File: config.mk
export PLATFORM = sky130hd
export DESIGN_NAME = axis_frame_aligner
export DESIGN_NICKNAME = d
export VERILOG_FILES = /design/src/rtl/frame_aligner_pkg.sv /design/src/rtl/axis_out_reg.sv /design/src/rtl/axis_frame_aligner.sv
export SDC_FILE = /design/constraint.sdc
export NUM_CORES = 1
export LEC_CHECK = 0
export CAP_MARGIN = 20
export CORE_MARGIN = 10
export CORE_UTILIZATION = 52
export CTS_CLUSTER_DIAMETER = 40
export DETAILED_ROUTE_END_ITERATION = 8
export HOLD_SLACK_MARGIN = 0.03
export PLACE_DENSITY = 0.81
export SYNTH_ARGS = -nofsm -noshare
export SYNTH_HDL_FRONTEND = slang
export SYNTH_SLANG_ARGS = --single-unit
export TNS_END_PERCENT = 100
File: constraint.sdc
create_clock -name clk -period 2.31 [get_ports clk]
set_input_delay 0.3465 -clock clk [delete_from_list [all_inputs] [get_ports clk]]
set_output_delay 0.3465 -clock clk [all_outputs]
set_load 0.02 [all_outputs]
File: src/rtl/frame_aligner_pkg.sv
// Shared types and sizing helpers for the AXI4-Stream frame aligner.
// Counter widths never drop below one bit so 1x1 frames stay legal.
package frame_aligner_pkg;

  typedef enum logic [1:0] {
    WAIT_SOF,
    ACTIVE,
    PAD,
    RELEASE
  } state_t;

  localparam int STAT_W = 16;

  function automatic int x_w(input int width);
    return (width > 1) ? $clog2(width) : 1;
  endfunction

  function automatic int y_w(input int height);
    return (height > 1) ? $clog2(height) : 1;
  endfunction

endpackage

File: src/rtl/axis_out_reg.sv
// One-deep AXI4-Stream register slice carrying data, user and last.
// Loads whenever the slot is empty or being drained in the same cycle.
module axis_out_reg #(
  parameter int DW = 24
) (
  input  logic          clk,
  input  logic          rst,
  input  logic [DW-1:0] data,
  input  logic          user,
  input  logic          last,
  input  logic          valid,
  output logic          ready,
  output logic [DW-1:0] q_data,
  output logic          q_user,
  output logic          q_last,
  output logic          q_valid,
  input  logic          q_ready
);

  assign ready = !q_valid || q_ready;

  always_ff @(posedge clk) begin
    if (rst) begin
      q_valid <= 1'b0;
      q_data  <= '0;
      q_user  <= 1'b0;
      q_last  <= 1'b0;
    end else if (ready) begin
      q_valid <= valid;
      if (valid) begin
        q_data <= data;
        q_user <= user;
        q_last <= last;
      end
    end
  end

endmodule

File: src/rtl/axis_frame_aligner.sv
// Regenerates tuser/tlast on exact WIDTH x HEIGHT frames, padding and dropping.
// Define AXIS_FRAME_ALIGNER_STATS_EN to add saturating frame/pad/drop counters.
module axis_frame_aligner
  import frame_aligner_pkg::*;
#(
  parameter int                    WIDTH      = 128,
  parameter int                    HEIGHT     = 100,
  parameter int                    DATA_WIDTH = 24,
  parameter logic [DATA_WIDTH-1:0] PAD_VALUE  = '0
) (
  input  logic                  clk,
  input  logic                  rst,
  input  logic [DATA_WIDTH-1:0] s_axis_tdata,
  input  logic                  s_axis_tvalid,
  input  logic                  s_axis_tuser,
  input  logic                  s_axis_tlast,
  output logic                  s_axis_tready,
  output logic [DATA_WIDTH-1:0] m_axis_tdata,
  output logic                  m_axis_tvalid,
  output logic                  m_axis_tuser,
  output logic                  m_axis_tlast,
  input  logic                  m_axis_tready,
  output logic                  frame_err
`ifdef AXIS_FRAME_ALIGNER_STATS_EN
  ,
  output logic [STAT_W-1:0]     stat_frames,
  output logic [STAT_W-1:0]     stat_padded,
  output logic [STAT_W-1:0]     stat_dropped
`endif
);

  localparam int XW = x_w(WIDTH);
  localparam int YW = y_w(HEIGHT);
  localparam logic [XW-1:0] X_MAX = XW'(WIDTH - 1);
  localparam logic [YW-1:0] Y_MAX = YW'(HEIGHT - 1);

  state_t state, state_nx;
  logic [XW-1:0] x;
  logic [YW-1:0] y;
  logic [DATA_WIDTH-1:0] hold;
  logic [DATA_WIDTH-1:0] push_data;
  logic push, push_user, advance;
  logic capture, drop, dropping;
  logic slot_free, open, s_hs, eof;
  logic unused_tlast;

  assign unused_tlast  = s_axis_tlast;
  assign open          = (state == WAIT_SOF) || (state == ACTIVE);
  assign s_axis_tready = open && slot_free && !rst;
  assign s_hs          = s_axis_tvalid && s_axis_tready;
  assign eof           = (x == X_MAX) && (y == Y_MAX);

  always_comb begin
    state_nx  = state;
    push      = 1'b0;
    push_user = 1'b0;
    push_data = s_axis_tdata;
    advance   = 1'b0;
    capture   = 1'b0;
    drop      = 1'b0;
    unique case (state)
      WAIT_SOF: begin
        if (s_hs && s_axis_tuser) begin
          push      = 1'b1;
          push_user = 1'b1;
          advance   = 1'b1;
          if (!eof) state_nx = ACTIVE;
        end else if (s_hs) begin
          drop = 1'b1;
        end
      end
      ACTIVE: begin
        // an early SOF, even on the final slot, pads the rest of the frame
        if (s_hs && s_axis_tuser) begin
          capture  = 1'b1;
          state_nx = PAD;
        end else if (s_hs) begin
          push    = 1'b1;
          advance = 1'b1;
          if (eof) state_nx = WAIT_SOF;
        end
      end
      PAD: begin
        push_data = PAD_VALUE;
        if (slot_free) begin
          push    = 1'b1;
          advance = 1'b1;
          if (eof) state_nx = RELEASE;
        end
      end
      RELEASE: begin
        push_data = hold;
        push_user = 1'b1;
        if (slot_free) begin
          push     = 1'b1;
          advance  = 1'b1;
          state_nx = eof ? WAIT_SOF : ACTIVE;
        end
      end
      default: state_nx = WAIT_SOF;
    endcase
  end

  always_ff @(posedge clk) begin
    if (rst) begin
      state     <= WAIT_SOF;
      x         <= '0;
      y         <= '0;
      hold      <= '0;
      dropping  <= 1'b0;
      frame_err <= 1'b0;
    end else begin
      state     <= state_nx;
      frame_err <= capture || (drop && !dropping);
      if (capture) hold <= s_axis_tdata;
      if (drop) dropping <= 1'b1;
      else if (push && push_user) dropping <= 1'b0;
      if (advance) begin
        if (x == X_MAX) begin
          x <= '0;
          y <= (y == Y_MAX) ? '0 : y + 1'b1;
        end else begin
          x <= x + 1'b1;
        end
      end
    end
  end

  axis_out_reg #(
    .DW(DATA_WIDTH)
  ) u_out (
    .clk    (clk),
    .rst    (rst),
    .data   (push_data),
    .user   (push_user),
    .last   (eof),
    .valid  (push),
    .ready  (slot_free),
    .q_data (m_axis_tdata),
    .q_user (m_axis_tuser),
    .q_last (m_axis_tlast),
    .q_valid(m_axis_tvalid),
    .q_ready(m_axis_tready)
  );

`ifdef AXIS_FRAME_ALIGNER_STATS_EN
  always_ff @(posedge clk) begin
    if (rst) begin
      stat_frames  <= '0;
      stat_padded  <= '0;
      stat_dropped <= '0;
    end else begin
      if (push && eof && stat_frames != '1)
        stat_frames <= stat_frames + 1'b1;
      if (capture && stat_padded != '1)
        stat_padded <= stat_padded + 1'b1;
      if (drop && stat_dropped != '1)
        stat_dropped <= stat_dropped + 1'b1;
    end
  end
`endif

endmodule

; ---- Yosys cells after proc, flatten, opt, wreduce, memory -nomap -nowiden
; Cells that the tools add are included.
; W data, S select, Z words.
[totals]
elab_cells = 66
reg_bits = 69
output_inout_bits = 29
inputBits = 30
[op_classes]
eq_ne = 12
n_reduce_logical = 19
muxes = 23
add_sub_neg = 2
[ops]
columns = cell, count
row1 = $pmux W24 S2, 1
row2 = $mux W2, 8
row3 = $add A7 B1 Y7 const B, 2
row4 = $eq A7 B7 Y1 const B, 2
row5 = $mux W7, 2
row6 = $mux W1, 9
row7 = $ne A2 B2 Y1 const B, 4
row8 = $pmux W2 S4, 1
row9 = $logic_and A1 B1 Y1, 7
row10 = $reduce_and A7 Y1, 1
row11 = $ne A3 B2 Y1 const B, 2
row12 = $eq A2 B2 Y1 const B, 2
row13 = $reduce_and A2 Y1, 2
row14 = $logic_not A1 Y1, 3
row15 = $logic_or A1 B1 Y1, 3
row16 = $pmux W1 S3, 1
row17 = $eq A2 B1 Y1 const B, 1
row18 = $logic_not A2 Y1, 1
row19 = $ne A2 B1 Y1 const B, 1
row20 = $pmux W1 S2, 1
row21 = $reduce_bool A2 Y1, 1
row22 = $reduce_or A2 Y1, 1

; ---- Logic depth before layout (Yosys ltp)
[depth]
word_depth = 11
ltp_mapped = 10
depth_no_buf = 7

; ---- By module
; A second synthesis with hierarchy kept.
[hier_totals]
cells_unflattened = 444
hier_area_um2 = 3601.0
[by_module_without_submodules]
columns = mod, seq_area_each_um2, area_each_um2, n_inst, cells_each
row1 = axis_frame_aligner, 840.8, 2336.0, 1, 321
row2 = axis_out_reg, 540.5, 1265.0, 1, 123

; ---- Worst setup path after synthesis
; Ideal clock, no wire load.
[synth_path]
path_kind = register to register
start = reg x[0]
end = reg (tool-made name)
path_stages_with_launch = 8
period_less_slack_ps = 2022
path_buffers = 1
slack_ps = 288
t_required_ps = 2238
setup_ps = 72
arrival_time_ps = 1950
cell_sequence = dfxtp_1 > ha_1 > and4_1 > nor2b_1 > clkbuf_1 > a2111o_1 > a211oi_1 > mux2i_1
[synth_lines]
columns = item, line
row1 = "start, declared", axis_frame_aligner.sv:38  ; logic [XW-1:0] x;
row2 = "start signal, assigned", axis_frame_aligner.sv:123  ; x <= x + 1'b1;

; ---- Final worst setup path
[layout_path]
start = reg state[0]
end = reg y[2]
[layout_between]
elab_chain_cells = 9
elab_cells_between_ends = 15
cone_classes = eq/ne (3) / mux (4) / reduce/logical (8)
[layout_rtl]
columns = item, line
row1 = "start, declared", axis_frame_aligner.sv:37  ; state_t state, state_nx;
row2 = "start signal, assigned", axis_frame_aligner.sv:113  ; state <= state_nx;
row3 = $eq A2 B1 Y1 or $logic_not A2 Y1 (tied branches), "axis_frame_aligner.sv:48, axis_frame_aligner.sv:61"
row4 = $logic_or A1 B1 Y1, axis_frame_aligner.sv:48  ; assign open = (state == WAIT_SOF) || (state == ACTIVE);
row5 = $logic_and A1 B1 Y1 (2 in a row), axis_frame_aligner.sv:49  ; assign s_axis_tready = open && slot_free && !rst;
row6 = $logic_and A1 B1 Y1, axis_frame_aligner.sv:50  ; assign s_hs = s_axis_tvalid && s_axis_tready;
row7 = $mux W1 or $logic_and A1 B1 Y1 (tied branches), "axis_frame_aligner.sv:77, axis_frame_aligner.sv:63, axis_frame_aligner.sv:74"
row8 = "$mux W1, on equally long branches", "axis_frame_aligner.sv:74, axis_frame_aligner.sv:63"
row9 = $pmux W1 S3 (*), axis_frame_aligner.sv:61  ; unique case (state)
row10 = $reduce_and A2 Y1 (no line) (*), --
row11 = "end signal, assigned", axis_frame_aligner.sv:121  ; y <= (y == Y_MAX) ? '0 : y + 1'b1;
row12 = "end, declared", axis_frame_aligner.sv:39  ; logic [YW-1:0] y;
; Every way passes the cells marked *; elsewhere a longest branch is shown, timed or not.
; A chain may end at the register's enable or synchronous reset.

==> flow_summary.json <==
{
  "run_status": "finished, final reports clean",
  "maximum_net_fanout_on_the_critical_path": 36,
  "arrival_time_at_the_worst_endpoint_ns": 2.45,
  "grt_max_degree": 71,
  "clock_pin_transition_on_the_worst_setup_and_hold_timing_paths_ns": 0.07,
  "setup_viol": 0,
  "synth_top_cells_by_area": "sky130_fd_sc_hd__dfxtp_1 (44%), sky130_fd_sc_hd__nand2_1 (6.9%), sky130_fd_sc_hd__a21oi_1 (6.4%), sky130_fd_sc_hd__a211oi_1 (6.2%), sky130_fd_sc_hd__nor3b_1 (6.0%)",
  "ctsHtreeMaxLevel": 3,
  "startpoint_type": "flip-flop",
  "r2r-start": "state[0]",
  "routabilityCongestion": 0.836,
  "clock-skew-final_ns": 0.00848,
  "syn_nets": 425,
  "grt_antenna_before_repair": 0,
  "synth_seq_area_share_pct": 43.9,
  "min-delay-path-class": "reg2reg",
  "synth_edf_count": 0,
  "grt_overflow_total": 0,
  "grt_first_pass_wirelength_um": 13400,
  "cts.path.max_buffers": 2,
  "via_per_inst": 5.75,
  "cts_buffers": 9,
  "r2r_slack_ns": 0.12,
  "path_buf_inv": 2,
  "hold_path.startpoint": "hold[6]",
  "cellLeakagePower_nw": 1.39,
  "most-common-layout-cells": "sky130_fd_sc_hd__dfxtp_1 (69), sky130_fd_sc_hd__nand2_1 (58), sky130_fd_sc_hd__clkdlybuf4s50_1 (55), sky130_fd_sc_hd__a21oi_1 (40), sky130_fd_sc_hd__nor2_1 (33)",
  "fin_crit_sh_pct": 94.8,
  "global_route_usage_over_all_layers_pct": 16.3,
  "yosys.cell_types.count": 36,
  "worst-r2r-cell-count": 8,
  "dp_slack_ns": -0.101,
  "post-synth-top-area-fraction_pct": 43.9,
  "die_height_um": 97.8,
  "clk_latency_ns": 0.33,
  "via_count": 2997,
  "routed_wire_length_per_instance_um": 15.2,
  "power.total_w": 0.00400,
  "worst-endpoint-required_ns": 2.57,
  "criticalPathCategory": "reg2reg",
  "synthArstFlopShare_pct": 0,
  "synth_flop_cell": "sky130_fd_sc_hd__dfxtp_1",
  "area_delta_synth_final_pct": 29.7,
  "setup_repair_after_global_routing_missed_its_margin": "false",
  "postSynthCellCount": 388,
  "maxClockFrequency_mhz": 457,
  "detail-route-antenna-nets": 0,
  "grt_pass1_vias": 2885,
  "worstSetupPathDepth": 8,
  "placeableCoreArea_um2": 5890,
  "rr_endpoint": "y[2]",
  "setup.worst_path.start": "state[0]",
  "crit_path_end_kind": "flip-flop",
  "fp.dieArea_um2": 9560,
  "crit_path_max_incr_delay_ns": 0.47,
  "totalWireLength_um": 7900,
  "cp_cell_sequence": "inv_1 > ha_1 > nor2_2 > o41ai_4 > o31ai_4 > buf_12 > or4_1 > a21oi_1",
  "fin_ws_ns": 0.120,
  "clock_tree_from_tritoncts": "yes",
  "drc": 0,
  "mostFrequentLayoutCell": "sky130_fd_sc_hd__dfxtp_1",
  "fp-row-count": 28,
  "cts_root_buf": "sky130_fd_sc_hd__clkbuf_8",
  "post-route-util_pct": 69.3,
  "critical_path.endpoint": "y[2]",
  "num-fill-cells": 492,
  "maxCapViolCount": 0,
  "syn-mean-instance-area_um2": 8.11,
  "final_period_minus_worst_setup_slack_ns": 2.19,
  "yosys_register_bits": 69,
  "number_of_placed_i_o_pins": 59,
  "numPortBuffers": 57,
  "syn-cell-area_um2": 3150,
  "initial_utilization_pct": 53.4,
  "power_density_nw_per_um2": 981,
  "nets_final": 478,
  "timing.slew.headroom_pct": 51.9,
  "tightest_slew_ns": 0.721,
  "n_antenna_cell": 0,
  "final_max_slew_viol_count": 0,
  "post_route_cells_drive_above_1_share_pct": 9.19,
  "critical-path-top-delay-family": "compound AO/OA/AOI/OAI gates",
  "final-hold-violation-count": 0,
  "ir_worst_vdd_v": 0.000634,
  "yosysTopAreaCell": "sky130_fd_sc_hd__dfxtp_1",
  "dpl.hpwl_um": 5210,
  "cts.sinks": 69,
  "floorplan.die.width_um": 97.8,
  "dr.pass1.iters": 4,
  "synth-warning-count": 0,
  "dr.first_iter.drc_count": 153,
  "slowest_stage": "sky130_fd_sc_hd__or4_1"
}
==> cell families after synthesis <==
logic type / synth area share, %
adders and majority gates: 2.78
and+or+nand+nor: 28.7
AOI/OAI and AO/OA: 19.3
DFF: 43.9
muxes: 0.318
buffers and inverters: 5.01
==> per-layer routing <==
layer / global-route usage [%] / up-vias / wire (um)
li1: - / 1483 / -
met1: 19.4 / 1416 / 3260
met2: 26.4 / 94 / 3960
met3: 6.06 / 4 / 655
met4: 5.48 / 0 / 22
met5: 0 / - / 0
==> synthesized netlist by cell type, types with 2 or more instances <==
library cell / n
sky130_fd_sc_hd__nor2_1: 34
sky130_fd_sc_hd__inv_1: 3
sky130_fd_sc_hd__buf_2: 9
sky130_fd_sc_hd__nor3b_1: 25
sky130_fd_sc_hd__a21oi_1: 40
sky130_fd_sc_hd__clkbuf_1: 23
sky130_fd_sc_hd__nand3b_1: 2
sky130_fd_sc_hd__and3_1: 4
sky130_fd_sc_hd__nor2b_1: 3
sky130_fd_sc_hd__or4_1: 3
sky130_fd_sc_hd__a31oi_1: 3
sky130_fd_sc_hd__ha_1: 7
sky130_fd_sc_hd__a211oi_1: 26
sky130_fd_sc_hd__or3_1: 6
sky130_fd_sc_hd__nand3_1: 8
sky130_fd_sc_hd__nand2b_1: 2
sky130_fd_sc_hd__nand2_1: 58
sky130_fd_sc_hd__nor3_1: 27
sky130_fd_sc_hd__nand4b_1: 3
sky130_fd_sc_hd__o21ai_0: 16
sky130_fd_sc_hd__o31ai_1: 3
sky130_fd_sc_hd__dfxtp_1: 69
==> flip-flops by register name, summed over array words and instances, names as in the netlist, 7 cells and up, named ones only <==
| register | flops |
|---|---|
| hold | 24 |
| x | 7 |
| y | 7 |
| u_out.q_data | 24 |
==> report_power, final <==
part | total [W] | switching [W] | internal [W]
Combinational | 0.00142 | 0.000751 | 0.000673
Sequential | 0.00155 | 0.000125 | 0.00142
Clock | 0.00103 | 0.000446 | 0.000587
==> metrics by stage <==
step	std cells	hold WS, ns	TNS (ns)	cell area [um^2]
2_1_floorplan	388	0.423	0	3150
3_3_place_gp	505	0.440	-0.0749	3860
3_5_place_dp	505	0.448	-0.450	3860
4_1_cts	521	0.458	0	4080
5_1_grt	521	0.479	0	4080
6_report	521	0.456	0	4080
==> worst min-delay path by stage <==
stage,endpoint,depth (start not counted)
floorplan,frame_err,1
global placement,frame_err,1
detailed placement,hold[6],2
CTS,hold[6],2
global route,u_out.q_user,2
finish,hold[6],2
==> layout make-up <==
cell class | count | area, um^2 | area share, %
flip-flops and latches | 69 | 1380 | 33.9
clock inverters | 3 | 42.5 | 1.04
repair buffers | 75 | 753 | 18.5
inverters | 4 | 15.0 | 0.368
multi-input cells | 282 | 1630 | 39.8
clock buffers | 13 | 169 | 4.14
well taps | 75 | 93.8 | 2.30
==> timing repair <==
| action | CTS | global route |
|---|---|---|
| buffers inserted | 0 | 0 |
| endpoints found under the hold margin | 0 | 0 |
| setup endpoints to repair | 1 | 1 |
| hold buffers | 0 | 0 |
| pin swaps | 0 | 0 |
| resized for setup | 1 | 1 |
==> worst register-to-register path: stages, from the launching register on <==
cell	delay, ns
sky130_fd_sc_hd__dfxtp_1	0.35
sky130_fd_sc_hd__inv_1	0.17
sky130_fd_sc_hd__ha_1	0.21
sky130_fd_sc_hd__nor2_2	0.06
sky130_fd_sc_hd__o41ai_4	0.37
sky130_fd_sc_hd__o31ai_4	0.15
sky130_fd_sc_hd__buf_12	0.19
sky130_fd_sc_hd__or4_1	0.48
sky130_fd_sc_hd__a21oi_1	0.14
No activity file was read; power rests on OpenSTA's default activity.
